`config.mk`:
```
export PLATFORM = sky130hd
export DESIGN_NAME = clic_arb_sched
export DESIGN_NICKNAME = d
export VERILOG_FILES = /design/src/rtl/clic_arb_sched_pkg.sv /design/src/rtl/clic_cand_cmp.sv /design/src/rtl/clic_arb_sched.sv
export SDC_FILE = /design/constraint.sdc
export NUM_CORES = 1
export LEC_CHECK = 0
export BUFFER_PORTS_ARGS = -buffer_cell sky130_fd_sc_hd__buf_2
export CAP_MARGIN = 30
export CORE_MARGIN = 3
export CORE_UTILIZATION = 40
export DETAILED_ROUTE_END_ITERATION = 12
export MAX_ROUTING_LAYER = met4
export PLACE_DENSITY = 0.71
export SYNTH_ARGS = -nofsm -noshare
export SYNTH_HDL_FRONTEND = slang
export SYNTH_SLANG_ARGS = --single-unit
```
`constraint.sdc`:
```
create_clock -name clk -period 5.21 [get_ports clk]
set_input_delay 1.3025 -clock clk [delete_from_list [all_inputs] [get_ports clk]]
set_output_delay 1.3025 -clock clk [all_outputs]
set_load 0.02 [all_outputs]
```
`src/rtl/clic_arb_sched_pkg.sv`:
```
// Shared types and helpers for the CLIC arbiter/scheduler.
// The tree-argmax helper is used only when CLIC_ARB_TREE_EN is defined.
package clic_arb_sched_pkg;

  localparam int unsigned CLIC_NUM_SRC = 16;
  localparam int unsigned CLIC_PRIO_W  = 8;
  localparam int unsigned CLIC_ID_W    = $clog2(CLIC_NUM_SRC);

  typedef enum logic [1:0] {
    IDLE    = 2'd0,
    SCAN    = 2'd1,
    PRESENT = 2'd2,
    CLEAR   = 2'd3
  } clic_arb_state_e;

  typedef struct packed {
    logic                   found;
    logic [CLIC_PRIO_W-1:0] prio;
    logic [CLIC_ID_W-1:0]   id;
  } clic_cand_t;

  // A source may win only if pending, enabled and strictly above threshold
  function automatic logic clic_eligible(input logic                   pending,
                                         input logic                   enable,
                                         input logic [CLIC_PRIO_W-1:0] prio,
                                         input logic [CLIC_PRIO_W-1:0] threshold);
    return pending & enable & (prio > threshold);
  endfunction

  // Binary-tree argmax; the lower-index half is kept on ties
  function automatic clic_cand_t clic_tree_argmax(
      input logic [CLIC_NUM_SRC-1:0]             elig,
      input logic [CLIC_NUM_SRC*CLIC_PRIO_W-1:0] prio);
    clic_cand_t nodes [CLIC_NUM_SRC];
    for (int unsigned i = 0; i < CLIC_NUM_SRC; i++) begin
      nodes[i].found = elig[i];
      nodes[i].prio  = elig[i] ? prio[i*CLIC_PRIO_W +: CLIC_PRIO_W] : '0;
      nodes[i].id    = CLIC_ID_W'(i);
    end
    for (int unsigned step = 1; step < CLIC_NUM_SRC; step = step * 2) begin
      for (int unsigned i = 0; i + step < CLIC_NUM_SRC; i = i + 2 * step) begin
        if (nodes[i+step].found && (!nodes[i].found || (nodes[i+step].prio > nodes[i].prio))) begin
          nodes[i] = nodes[i+step];
        end
      end
    end
    return nodes[0];
  endfunction

endpackage

```
`src/rtl/clic_cand_cmp.sv`:
```
// Candidate-vs-source compare: replaces the running best on a strictly higher
// eligible priority, so ties stay with the earlier (lower) index.
module clic_cand_cmp
  import clic_arb_sched_pkg::*;
(
  input  clic_cand_t             cand,
  input  logic                   src_elig,
  input  logic [CLIC_PRIO_W-1:0] src_prio,
  input  logic [CLIC_ID_W-1:0]   src_id,
  output clic_cand_t             cand_next_c
);

  // Update the candidate when the scanned source beats it
  always_comb begin
    cand_next_c = cand;
    if (src_elig && (!cand.found || (src_prio > cand.prio))) begin
      cand_next_c.found = 1'b1;
      cand_next_c.prio  = src_prio;
      cand_next_c.id    = src_id;
    end
  end

endmodule

```
`src/rtl/clic_arb_sched.sv`:
```
// CLIC interrupt arbiter/scheduler: scan, present over valid/ready, clear.
// Optional macro CLIC_ARB_TREE_EN: single-cycle tree reduction instead of
// the one-source-per-cycle sequential scan.
module clic_arb_sched
  import clic_arb_sched_pkg::*;
#(
  parameter int unsigned NUM_SRC = CLIC_NUM_SRC,
  parameter int unsigned PRIO_W  = CLIC_PRIO_W,
  parameter int unsigned ID_W    = $clog2(NUM_SRC)
) (
  input  logic                      clk,
  input  logic                      rst,
  input  logic [NUM_SRC-1:0]        src_pending,
  input  logic [NUM_SRC-1:0]        src_enable,
  input  logic [NUM_SRC*PRIO_W-1:0] src_prio,
  input  logic [PRIO_W-1:0]         threshold,
  output logic                      irq_valid,
  output logic [ID_W-1:0]           irq_id,
  output logic [PRIO_W-1:0]         irq_prio,
  input  logic                      irq_ready,
  output logic [NUM_SRC-1:0]        src_clear,
  output logic                      busy
);

  clic_arb_state_e      state;
  logic [PRIO_W-1:0]    prio_arr [NUM_SRC];
  logic [NUM_SRC-1:0]   elig_c;
  logic                 any_elig_c;
  logic                 held_elig_c;
  clic_cand_t           scan_c;
  logic                 last_c;

  // Per-source live eligibility
  for (genvar i = 0; i < NUM_SRC; i++) begin : g_src
    assign prio_arr[i] = src_prio[i*PRIO_W +: PRIO_W];
    assign elig_c[i]   = clic_eligible(src_pending[i], src_enable[i],
                                       CLIC_PRIO_W'(prio_arr[i]),
                                       CLIC_PRIO_W'(threshold));
  end

  assign any_elig_c  = |elig_c;
  assign held_elig_c = elig_c[irq_id];

`ifdef CLIC_ARB_TREE_EN
  // Whole vector reduced in the single SCAN cycle
  assign scan_c = clic_tree_argmax(elig_c, src_prio);
  assign last_c = 1'b1;
`else
  logic [ID_W-1:0] idx;
  clic_cand_t      cand;

  clic_cand_cmp u_cand_cmp (
    .cand        (cand),
    .src_elig    (elig_c[idx]),
    .src_prio    (CLIC_PRIO_W'(prio_arr[idx])),
    .src_id      (CLIC_ID_W'(idx)),
    .cand_next_c (scan_c)
  );

  assign last_c = (idx == ID_W'(NUM_SRC - 1));

  // Scan index and running candidate; reset on every IDLE cycle
  always_ff @(posedge clk) begin
    if (rst) begin
      idx  <= '0;
      cand <= '0;
    end else if (state == SCAN) begin
      idx  <= ID_W'(idx + ID_W'(1));
      cand <= scan_c;
    end else begin
      idx  <= '0;
      cand <= '0;
    end
  end
`endif

  // Scheduler FSM with registered outputs
  always_ff @(posedge clk) begin
    if (rst) begin
      state     <= IDLE;
      irq_valid <= 1'b0;
      irq_id    <= '0;
      irq_prio  <= '0;
      src_clear <= '0;
      busy      <= 1'b0;
    end else begin
      src_clear <= '0;
      case (state)
        IDLE: begin
          if (any_elig_c) begin
            state <= SCAN;
            busy  <= 1'b1;
          end
        end
        SCAN: begin
          if (last_c) begin
            busy <= 1'b0;
            if (scan_c.found) begin
              state     <= PRESENT;
              irq_valid <= 1'b1;
              irq_id    <= ID_W'(scan_c.id);
              irq_prio  <= PRIO_W'(scan_c.prio);
            end else begin
              state <= IDLE;
            end
          end
        end
        PRESENT: begin
          // Claim takes precedence over withdrawal
          if (irq_ready) begin
            state     <= CLEAR;
            irq_valid <= 1'b0;
            src_clear <= NUM_SRC'(1) << irq_id;
          end else if (!held_elig_c) begin
            state     <= IDLE;
            irq_valid <= 1'b0;
          end
        end
        CLEAR: begin
          state <= IDLE;
        end
        default: begin
          state <= IDLE;
        end
      endcase
    end
  end

endmodule

```
==> summary by stage <==
Timing
The final-report hold violation count is 0. The timing-limited maximum frequency is 0.2195 GHz. The setup TNS is 0 ns. The total count of max-transition violations in the final report is 0.

The shortest period the worst path allows is 4.557 ns. Setup repair after global routing left no endpoint under its margin. In the finished design, the share of the clock period the worst path needs comes to around 87%. At the pin with the least slew margin, the transition time is 1.022 ns. The worst pin sits at a relative slew slack of 31.86%. The clock arrives with 0.003946 ns of skew. Setup violations remaining at the end of the flow were counted as 0.

Layout
The finished layout cell area is 0.007865 mm². The utilization after layout is 50.80%. The count of fill cells added during filler insertion is 1469. The finished layout holds 1115 standard cells, fillers aside. Leaving out fill and tap cells, the most frequent cells in the layout are buf_2 (200), ha_1 (137), a21oi_1 (61).

The final layout contains 1209 nets. Leaving out fill and tap cells, the most frequent cell in the layout is buf_2. The layout overhead on the synthesized area is 22.08%. Cells with a size suffix above 1 make up 31.71% of the layout.

Route
The post-detailed-route wirelength per cell is 19.80 µm. Detailed routing inserted a total of 6618 vias. The remaining antenna violation count after routing is 0. The number of design-rule violations left by the first detailed-router iteration is around 590.

The routed wire length is roughly 22000 µm. The number of iterations in the first detailed-routing pass is 5. Dividing the detail-routed via count by the number of cells gives 5.935. In the routed design, unresolved DRC markers number 0.

Power
The reported leakage power is 0.003588 µW. The power per standard cell area is 157.0 mW/mm². VDD sags by at most 0.0001278 V. Power comes to approximately 1200 µW.

Logic synthesis
Counting flops with an async set or reset pin after synthesis yields a share of 0%. The number of cells produced by synthesis is 707. After synthesis, the netlist uses 72 different library cells. In this run the biggest area consumer among cell types represents 26.61% of the synthesized area. The cell taking the most area after synthesis is ha_1. After synthesis the cells add up to around 0.0064 mm².

By area the synthesized netlist is led by ha_1 (27%), dfxtp_1 (15%), mux4_2 (14%). In this run, synthesis produced a sequential element count of slightly below 50. The synthesized design contains 0 enable-type register cells. The post-synthesis net count is 1015. Each instance of the synthesized netlist takes up on average 9.112 µm². The share of the Yosys chip area taken by registers is 15.23%. The warning count from the yosys run is 0. The most used flip-flop cell after synthesis is dfxtp_1.

Critical path
The worst path buffer plus inverter count is 1. In this run the number of cells on the critical path is 12. The kind of cell adding the most delay to the critical path is multiplexers. In this run the worst setup path terminates at irq_id[0]. STA puts the critical path data required time at ~5.4 ns. The worst reg2reg path startpoint is idx[0].

The worst setup path is captured at a register. The delay of the slowest cell on the worst path is 0.68 ns. The data arrival time of the critical path is 4.72 ns. The reg-to-reg setup timing slack is 0.79 ns. For the worst flop-to-flop path, the logic depth is 12.

The kind of start point of the critical path is a primary input. Traced cell by cell, the critical path runs through buf_2 -> mux4_2 -> mux4_2 -> ha_1 -> a21o_1 -> a21oi_1 -> a21oi_1 -> or4b_2 -> and3b_1 -> o31a_1 -> o21ai_0 -> a311oi_1. By startpoint and endpoint, the worst setup path is classified as in2reg.

Along the worst path, the maximum fanout reaches 11. The slowest stage of the critical path belongs to the cell or4b_2. The reg-to-reg critical path endpoint is irq_id[0]. The source of the critical timing path is src_prio[123].

Clock tree
After clock tree synthesis, the clock-pin slew on the worst setup and hold paths is 0.07 ns. The post-CTS setup buffer count is 0. In this run, CTS created clock tree buffers numbering 5. The clock reaches the later pin of the worst-skew pair after 0.29 ns. The number of buffers on the longest clock path is 2. Counting every sink on the clock net gives 49.

The number of gates given a new drive strength after cts is 0. TritonCTS built the clock tree. Clock tree synthesis selected as its root buffer the cell clkbuf_16. In this run, post-CTS hold repair placed 0 buffers. The H-tree generated during clock tree synthesis spans 2 levels.

Floorplanning
The floorplan step defined a core boundary enclosing 0.01548 mm². The die is 132.9 µm tall. The floorplan step defined a die boundary enclosing 0.01767 mm².

The initialized floorplan defines 45 standard-cell rows. In this run the horizontal extent of the chip is 132.9 µm. The number of placed I/O pins is 201. Once the floorplan was initialized, standard cells occupied 41.61% of the core.

Placement
At the end of routability-driven placement, the weighted congestion stood at 0.9933. Summing all placed instances gives a cell area of around 0.0077 mm². After legalization and detailed placement, the total HPWL measured approximately 19000 µm. In this run, placement finished with an instance count of roughly 1100. The port buffer count is 200.

Outcome
The flow ran to the end, and the final reports show no timing, DRC or antenna violations.

Flow run
The max-capacitance violation count is 0.

Global routing
The number of antenna violations at the first check in global routing came to 1. The aggregate global routing overflow is 0. Entering global routing, the biggest net connects 39 pins. The via count of the first global-routing pass is 6558. The first-pass GRT wire length is approximately 35000 µm.

Across every metal layer, demand over resource in global routing totals 25.04%.

Min path
The instance count along the most critical hold path is 2. The tightest min-delay check is of the reg2reg type.
Yosys cell counts (2+ instances only):
master / n
o211ai_1: 19
o21a_1: 6
a21oi_1: 61
nand4_1: 32
o31a_1: 4
ha_1: 137
nand2b_1: 11
o21ai_0: 18
a2111oi_0: 2
or2_2: 5
buf_1: 4
a21o_1: 9
mux4_2: 40
nor3b_1: 2
o21ba_2: 2
o211a_1: 4
nand3_1: 24
and2_1: 6
nor3_1: 15
a31oi_1: 11
a211oi_1: 14
or4_1: 2
nor2b_1: 18
buf_2: 5
and3b_1: 3
inv_1: 39
o31ai_1: 10
o21ai_1: 8
a22oi_1: 2
clkbuf_1: 16
a311oi_1: 3
o2111ai_1: 5
dfxtp_1: 49
and3_1: 4
nor2_1: 39
a21boi_0: 3
nand2_1: 31
o21bai_1: 2
mux2i_1: 3
or4b_2: 2
and4_1: 6
worst min-delay path by stage:
stage	to	slack (ns)	startpoint
2_1_floorplan	cand[0]	0.45	cand[0]
4_1_cts	cand[0]	0.48	cand[0]
3_3_place_gp	cand[0]	0.47	cand[0]
3_5_place_dp	busy	0.47	busy
6_report	cand[0]	0.48	cand[0]
5_1_grt	cand[1]	0.51	cand[1]
registers in the layout (all words and copies together) (netlist names):
signal	flops
busy	1
irq_prio	8
irq_valid	1
idx	4
cand	13
state	2
src_clear	16
irq_id	4
worst reg2reg max path, delay by kind of cell, from the launching register on:
family	cells	cell delay [ns]
buffers and inverters	1	0.35
muxes	2	1.12
AOI/OAI and AO/OA	5	0.80
DFF	1	0.61
adders and majority gates	1	0.30
and+or+nand+nor	3	1.11
metal layers:
| layer | vias to the layer above | share of wire [%] | wire [µm] | global-route usage (%) |
|---|---|---|---|---|
| met5 | - | 0 | 0 | - |
| met4 | 0 | 1.9 | 419 | 5.081 |
| met3 | 33 | 8.8 | 1953 | 5.665 |
| met2 | 302 | 47 | 10400 | 40.32 |
| met1 | 3091 | 42 | 9307 | 32.40 |
| li1 | 3192 | - | - | - |
cell families after synthesis:
| group | share of synthesized area, % |
|---|---|
| fa+ha+maj | 26.61 |
| mux | 14.62 |
| flops | 15.23 |
| buf+inv | 4.001 |
| simple gates | 17.95 |
| compound gates | 21.32 |
| xor+xnor | 0.2719 |
metrics by stage:
step	hold slack (ns)	setup slack, ns
2_1_floorplan	0.4538	0.7674
3_3_place_gp	0.4657	0.3952
3_5_place_dp	0.4704	0.3771
4_1_cts	0.4801	0.6708
5_1_grt	0.5083	0.5043
6_report	0.4759	0.6535
final cells by class:
| type | instances | area [µm²] | share of cell area, % |
|---|---|---|---|
| diodes | 2 | 5.005 | 0.06363 |
| clock buffers | 5 | 125.1 | 1.591 |
| clock inverters | 3 | 26.28 | 0.3341 |
| inverters | 39 | 146.4 | 1.861 |
| multi-input cells | 593 | 5204 | 66.16 |
| flip-flops and latches | 49 | 983.4 | 12.50 |
| well taps | 211 | 264.0 | 3.357 |
| repair buffers | 213 | 1111 | 14.13 |
report_power, final:
group	switching, µW	internal [µW]
registers	13.9	380
logic	273	240
clock network	147	181
total	434	801
(Power assumes the default switching activity.)
